<file path="config.mk">
export PLATFORM = sky130hd
export DESIGN_NAME = decap_rci_lkup
export DESIGN_NICKNAME = d
export VERILOG_FILES = /design/src/rtl/decap_rci_lkup.sv
export SDC_FILE = /design/constraint.sdc
export NUM_CORES = 1
export LEC_CHECK = 0
export BUFFER_PORTS_ARGS = -buffer_cell sky130_fd_sc_hd__buf_2
export CAP_MARGIN = 30
export CELL_PAD_IN_SITES_DETAIL_PLACEMENT = 0
export CELL_PAD_IN_SITES_GLOBAL_PLACEMENT = 2
export CORE_AREA = 10 10 336 338
export DETAILED_ROUTE_END_ITERATION = 10
export DIE_AREA = 0 0 346 348
export PLACE_DENSITY = 0.72
export SLEW_MARGIN = 20
export SYNTH_ARGS = -nofsm -noshare
export SYNTH_HDL_FRONTEND = slang
export SYNTH_SLANG_ARGS = --single-unit
</file>
<file path="constraint.sdc">
create_clock -name clk -period 3.32 [get_ports clk]
set_input_delay 0.166 -clock clk [delete_from_list [all_inputs] [get_ports clk]]
set_output_delay 0.166 -clock clk [all_outputs]
set_load 0.03 [all_outputs]
</file>
<file path="src/rtl/decap_rci_lkup.sv">
// RCI lookup: hash one key into two cuckoo tables, compare all bucket entries, fetch the value row on a hit.
// Optional hit/miss statistics counters are enabled by defining DECAP_RCI_LKUP_STATS_EN.
module decap_rci_lkup #(
  parameter int KEY_NBITS         = 32,
  parameter int DEPTH_NBITS       = 10,
  parameter int VALUE_DEPTH_NBITS = 10,
  parameter int VALUE_NBITS       = 300,
  parameter int ENTRIES           = 2,
  localparam int BUCKET_NBITS     = ENTRIES * (1 + KEY_NBITS + VALUE_DEPTH_NBITS)
) (
  input  logic                         clk,
  input  logic                         rst_n,
`ifdef DECAP_RCI_LKUP_STATS_EN
  input  logic                         stat_clr,
  output logic [31:0]                  stat_hit_cnt,
  output logic [31:0]                  stat_miss_cnt,
`endif
  input  logic                         lkup_req,
  input  logic [KEY_NBITS-1:0]         lkup_key,
  output logic                         lkup_ready,
  output logic                         rci_hash_table0_rd,
  output logic [DEPTH_NBITS-1:0]       rci_hash_table0_raddr,
  output logic                         rci_hash_table1_rd,
  output logic [DEPTH_NBITS-1:0]       rci_hash_table1_raddr,
  input  logic                         rci_hash_table0_ack,
  input  logic [BUCKET_NBITS-1:0]      rci_hash_table0_rdata,
  input  logic                         rci_hash_table1_ack,
  input  logic [BUCKET_NBITS-1:0]      rci_hash_table1_rdata,
  output logic                         rci_value_rd,
  output logic [VALUE_DEPTH_NBITS-1:0] rci_value_raddr,
  input  logic                         rci_value_ack,
  input  logic [VALUE_NBITS-1:0]       rci_value_rdata,
  output logic                         rslt_valid,
  input  logic                         rslt_ready,
  output logic                         rslt_hit,
  output logic [KEY_NBITS-1:0]         rslt_key,
  output logic [VALUE_DEPTH_NBITS-1:0] rslt_vptr,
  output logic [VALUE_NBITS-1:0]       rslt_value
);

  localparam int ENT_NBITS = 1 + KEY_NBITS + VALUE_DEPTH_NBITS;
  localparam int NCHUNK    = (KEY_NBITS + DEPTH_NBITS - 1) / DEPTH_NBITS;

  typedef enum logic [2:0] {IDLE, HT_RD, HT_WAIT, CMP, VAL_RD, VAL_WAIT, OUT} state_t;

  state_t                   state;
  logic [KEY_NBITS-1:0]     key_q;
  logic [BUCKET_NBITS-1:0]  bkt0;
  logic [BUCKET_NBITS-1:0]  bkt1;
  logic                     cap0;
  logic                     cap1;
  logic [KEY_NBITS-1:0]     key_rot;
  logic [DEPTH_NBITS-1:0]   hash0;
  logic [DEPTH_NBITS-1:0]   hash1;
  logic                     cmp_hit;
  logic [VALUE_DEPTH_NBITS-1:0] cmp_vptr;

  function automatic logic [DEPTH_NBITS-1:0] fold(input logic [KEY_NBITS-1:0] k);
    logic [NCHUNK*DEPTH_NBITS-1:0] pad;
    logic [DEPTH_NBITS-1:0]        h;
    pad = '0;
    pad[KEY_NBITS-1:0] = k;
    h = '0;
    for (int c = 0; c < NCHUNK; c++) h = h ^ pad[c*DEPTH_NBITS +: DEPTH_NBITS];
    return h;
  endfunction

  function automatic logic ent_match(input logic [ENT_NBITS-1:0] ent, input logic [KEY_NBITS-1:0] k);
    return ent[ENT_NBITS-1] && (ent[ENT_NBITS-2 -: KEY_NBITS] == k);
  endfunction

  assign key_rot = {lkup_key[KEY_NBITS-8:0], lkup_key[KEY_NBITS-1:KEY_NBITS-7]};
  assign hash0   = fold(lkup_key);
  assign hash1   = fold(key_rot);

  // Scan lowest priority first so the last match written is table0, lowest entry.
  always_comb begin
    cmp_hit  = 1'b0;
    cmp_vptr = '0;
    for (int i = ENTRIES - 1; i >= 0; i--) begin
      if (ent_match(bkt1[i*ENT_NBITS +: ENT_NBITS], key_q)) begin
        cmp_hit  = 1'b1;
        cmp_vptr = bkt1[i*ENT_NBITS +: VALUE_DEPTH_NBITS];
      end
    end
    for (int i = ENTRIES - 1; i >= 0; i--) begin
      if (ent_match(bkt0[i*ENT_NBITS +: ENT_NBITS], key_q)) begin
        cmp_hit  = 1'b1;
        cmp_vptr = bkt0[i*ENT_NBITS +: VALUE_DEPTH_NBITS];
      end
    end
  end

  always_ff @(posedge clk or negedge rst_n) begin
    if (!rst_n) begin
      state                 <= IDLE;
      key_q                 <= '0;
      bkt0                  <= '0;
      bkt1                  <= '0;
      cap0                  <= 1'b0;
      cap1                  <= 1'b0;
      lkup_ready            <= 1'b1;
      rci_hash_table0_rd    <= 1'b0;
      rci_hash_table0_raddr <= '0;
      rci_hash_table1_rd    <= 1'b0;
      rci_hash_table1_raddr <= '0;
      rci_value_rd          <= 1'b0;
      rci_value_raddr       <= '0;
      rslt_valid            <= 1'b0;
      rslt_hit              <= 1'b0;
      rslt_key              <= '0;
      rslt_vptr             <= '0;
      rslt_value            <= '0;
    end else begin
      case (state)
        IDLE: if (lkup_req) begin
          key_q                 <= lkup_key;
          rci_hash_table0_raddr <= hash0;
          rci_hash_table1_raddr <= hash1;
          rci_hash_table0_rd    <= 1'b1;
          rci_hash_table1_rd    <= 1'b1;
          cap0                  <= 1'b0;
          cap1                  <= 1'b0;
          lkup_ready            <= 1'b0;
          state                 <= HT_RD;
        end
        HT_RD: begin
          rci_hash_table0_rd <= 1'b0;
          rci_hash_table1_rd <= 1'b0;
          state              <= HT_WAIT;
        end
        HT_WAIT: begin
          // First ack per table wins; repeats are dropped.
          if (rci_hash_table0_ack && !cap0) begin
            bkt0 <= rci_hash_table0_rdata;
            cap0 <= 1'b1;
          end
          if (rci_hash_table1_ack && !cap1) begin
            bkt1 <= rci_hash_table1_rdata;
            cap1 <= 1'b1;
          end
          if ((cap0 || rci_hash_table0_ack) && (cap1 || rci_hash_table1_ack)) state <= CMP;
        end
        CMP: begin
          if (cmp_hit) begin
            rci_value_rd    <= 1'b1;
            rci_value_raddr <= cmp_vptr;
            state           <= VAL_RD;
          end else begin
            rslt_valid <= 1'b1;
            rslt_hit   <= 1'b0;
            rslt_key   <= key_q;
            rslt_vptr  <= '0;
            rslt_value <= '0;
            state      <= OUT;
          end
        end
        VAL_RD: begin
          rci_value_rd <= 1'b0;
          state        <= VAL_WAIT;
        end
        VAL_WAIT: if (rci_value_ack) begin
          rslt_valid <= 1'b1;
          rslt_hit   <= 1'b1;
          rslt_key   <= key_q;
          rslt_vptr  <= rci_value_raddr;
          rslt_value <= rci_value_rdata;
          state      <= OUT;
        end
        OUT: if (rslt_ready) begin
          rslt_valid <= 1'b0;
          lkup_ready <= 1'b1;
          state      <= IDLE;
        end
        default: state <= IDLE;
      endcase
    end
  end

`ifdef DECAP_RCI_LKUP_STATS_EN
  always_ff @(posedge clk or negedge rst_n) begin
    if (!rst_n) begin
      stat_hit_cnt  <= '0;
      stat_miss_cnt <= '0;
    end else if (stat_clr) begin
      stat_hit_cnt  <= '0;
      stat_miss_cnt <= '0;
    end else if (rslt_valid && rslt_ready) begin
      if (rslt_hit) begin
        if (stat_hit_cnt != 32'hFFFF_FFFF) stat_hit_cnt <= stat_hit_cnt + 32'd1;
      end else begin
        if (stat_miss_cnt != 32'hFFFF_FFFF) stat_miss_cnt <= stat_miss_cnt + 32'd1;
      end
    end
  end
`endif

endmodule
</file>
==> flow_metrics.env <==
export IMPL_slowest_stage="dfrtp_1"
export IMPL_fillers=10800
export IMPL_start_kind="register"
export IMPL_io_buffers=888
export IMPL_drtAntennaViolNets=0
export IMPL_r2r_cells=8
export IMPL_cp_cell_sequence="xor2_1 > nor4_1 > nand4_1 > or4_4 > nand4_4 > o21ai_4 > buf_12 > mux2_4"
export IMPL_synth_most_common_cell="nand2_1"
export IMPL_max_stage_delay_ps=740
export IMPL_wl_met3_um=7920
export IMPL_wirelength_met1_um=49700
export IMPL_avgSynthCellArea_um2=10.6
export IMPL_syn_nets=2888
export IMPL_synth_area_leaders="dfrtp_1 (58%), nand2_1 (10%), mux2_2 (9.2%)"
export IMPL_syn_area_um2=25200
export IMPL_timing_final_crit_share=0.923
export IMPL_die_area_um2=120000
export IMPL_leakagePower_uw=0.0184
export IMPL_place_inst=4539
export IMPL_fmax_mhz=326
export IMPL_critPathArrivalTime_ps=3590
export IMPL_routed_wl_um=121000
export IMPL_drv_cap=0
export IMPL_die_y_um=348
export IMPL_worstSkewPairLatency_ps=640
export IMPL_path_class="reg2reg"
export IMPL_endpoint_kind="register"
export IMPL_vias=22900
export IMPL_yosysWarningCount=0
export IMPL_grt_overflow_total=0
export IMPL_regArea_um2=14600
export IMPL_synth_top_family_by_area="simple AND/OR/NAND/NOR gates"
export IMPL_worst_pin_slew_ps=1040
export IMPL_initial_core_util=0.237
export IMPL_synthAdderAreaFrac=0
export IMPL_slew_violations=0
export IMPL_rr_startpoint="key_q[25]$_DFFE_PN0P_"
export IMPL_grt_pass1_vias=24500
export IMPL_cp_max_fo=21
export IMPL_hold_violations=0
export IMPL_clk_path_buf_depth=3
export IMPL_ff2ff_setup_slack_ps=250
export IMPL_htreeDepth=3
export IMPL_cpLargestDelayFamily="simple AND/OR/NAND/NOR gates"
export IMPL_cts_tree="built"
export IMPL_drt_pass1_iter_count=6
export IMPL_antenna_found_initial=13
export IMPL_drc_errors=0
export IMPL_grt_util_all_layers=0.193
export IMPL_ys_seq_area_frac=0.580
export IMPL_ys_seq_elements=585
export IMPL_nets=4235
export IMPL_power_density_nw_per_um2=951
export IMPL_synthArstFlopShare=1.00
export IMPL_synth_cells=2377
export IMPL_grt_max_degree=178
export IMPL_fin_ws_ps=255
export IMPL_critPathBufInv=1
export IMPL_finalClockSkew_ps=32.0
export IMPL_multiInputGateArea_um2=9600
export IMPL_hpwl_um=90500
export IMPL_worstHoldPathType="in2async"
export IMPL_ys_top_cells_by_count="nand2_1 (669), dfrtp_1 (584), o21ai_1 (290)"
export IMPL_drive_gt1_frac=0.348
export IMPL_ir_worst_vdd_mv=0.483
export IMPL_max_slew_margin=0.308
export IMPL_met2WireLength_um=60200
export IMPL_yosys_most_used_dff="dfrtp_1"
export IMPL_yosys_mux_area_fraction=0.110
export IMPL_yosys_area_share_simple=0.139
export IMPL_grt_pass1_wl_um=175000
export IMPL_coreArea_um2=106000
export IMPL_num_io_pins=889
export IMPL_rows=120
export IMPL_yosysTopAreaCellShare=0.579
export IMPL_finalNonFillerCells=5192
export IMPL_synth_compound_area_frac=0.0775
export IMPL_cp_data_required_time_ps=3850
export IMPL_ys_types=45
export IMPL_cts_root_buf="clkbuf_16"
export IMPL_place_ws_ps=117
export IMPL_synth_edf_count=0
export IMPL_rsz0062_at_grt="false"
export IMPL_r2r_end="rslt_key[8]$_DFFE_PN0P_"
export IMPL_yosys_area_top_type="dfrtp_1"
export IMPL_clk_pin_slew_ps=60
export IMPL_status="finished, final reports clean"
export IMPL_cts_sinks=585
export IMPL_vias_per_cell=4.40
export IMPL_setup_viol=0
export IMPL_synth_xor_area_frac=0.0524
export IMPL_drt_iter0_markers=1400
export IMPL_syn_to_final_growth_pct=53.5
export IMPL_die_w_um=346
export IMPL_wl_per_cell_um=23.3
export IMPL_cts_buffers=71
export IMPL_period_needed_ps=3070
export IMPL_topRoutingLayerUsed="met5"
export IMPL_tns_ps=0
export IMPL_gp_congestion=0.863
## metrics by stage
step | instance area, um^2 | power (uW) | hold WS, ps | util
after detailed placement | 31100 | 28200 | 267 | 0.292
after floorplan | 25200 | 22500 | -130 | -
after global placement | 31100 | 28100 | 266 | 0.292
final | 38700 | 36800 | 128 | 0.364
after global routing | 38700 | 38800 | 187 | 0.364
after CTS | 38700 | 37200 | 141 | 0.364
## cell usage in the layout, fill, tap and decap left out, drive strengths merged, types with 17 or more instances in the layout
cell type and instances:
buf 939, clkbuf 101, clkinv 18, dfrtp 584
dlygate4sd3 513, inv 22, mux2 236, nand2 669
nand2b 17, nand3 23, nand4 36, nor2 29
nor4 25, o21ai 336, xnor2 94, xor2 57
## timing repair
item,in CTS,in global routing
gates resized for setup,0,1
hold buffers,513,0
endpoints found under the setup margin,0,21
hold endpoints to repair,593,0
setup buffers,0,2
## registers in the layout, indices dropped and copies added (netlist names), 3 cells and up
register               flops
state                      3
key_q                     32
rci_hash_table0_raddr     10
rci_value_raddr           10
rslt_vptr                 10
rslt_value               300
bkt1                      86
bkt0                      86
rci_hash_table1_raddr      9
rslt_key                  32
## power breakdown
group / internal [uW] / total (uW) / leakage (uW) / switching, uW
registers: 10300 / 13200 / 0.00757 / 2940
clock network: 4930 / 8330 / 0.00123 / 3400
logic: 5670 / 15300 / 0.00956 / 9640
total: 20900 / 36800 / 0.0184 / 16000
## worst max path at each step
stage                               start                             end  slack [ps]  cells past startpoint
floorplan           key_q[26]$_DFFE_PN0P_        rslt_key[10]$_DFFE_PN0P_         970                      9
global placement    key_q[25]$_DFFE_PN0P_     rslt_value[245]$_DFFE_PN0P_         130                      8
detailed placement  key_q[25]$_DFFE_PN0P_     rslt_value[187]$_DFFE_PN0P_         120                      8
CTS                 key_q[25]$_DFFE_PN0P_     rslt_value[187]$_DFFE_PN0P_          70                      8
global route        key_q[13]$_DFFE_PN0P_  rci_value_raddr[5]$_DFFE_PN0P_          90                      7
finish              key_q[25]$_DFFE_PN0P_         rslt_key[8]$_DFFE_PN0P_         250                      8
## area by class of cell
cell class	count	share of cell area
Multi-Input combinational cell	1597	0.248
Tap cell	1403	0.0453
Sequential cell	585	0.378
Clock inverter	30	0.00992
Antenna cell	7	0.000452
Inverter	17	0.00165
Timing Repair Buffer	1452	0.262
Clock buffer	101	0.0543
## worst reg2reg max path, stage by stage (launching register included)
cell     delay [ps]
dfrtp_1         740
xor2_1          180
nor4_1          320
nand4_1         150
or4_4           600
nand4_4         140
o21ai_4         220
buf_12          250
mux2_4          360
## layer usage
| layer | vias to the layer above | GRT usage |
|---|---|---|
| met1 | 11300 | 0.235 |
| li1 | 10600 | - |
| met2 | 770 | 0.336 |
| met4 | 6 | 0.0500 |
| met5 | - | 0 |
| met3 | 150 | 0.0519 |
## kinds of logic after synthesis
kind of cell    after synthesis
simple gates                840
buf+inv                     195
xor+xnor                    151
mux                         236
flops                       585
compound gates              370
(Power assumes the default switching activity.)
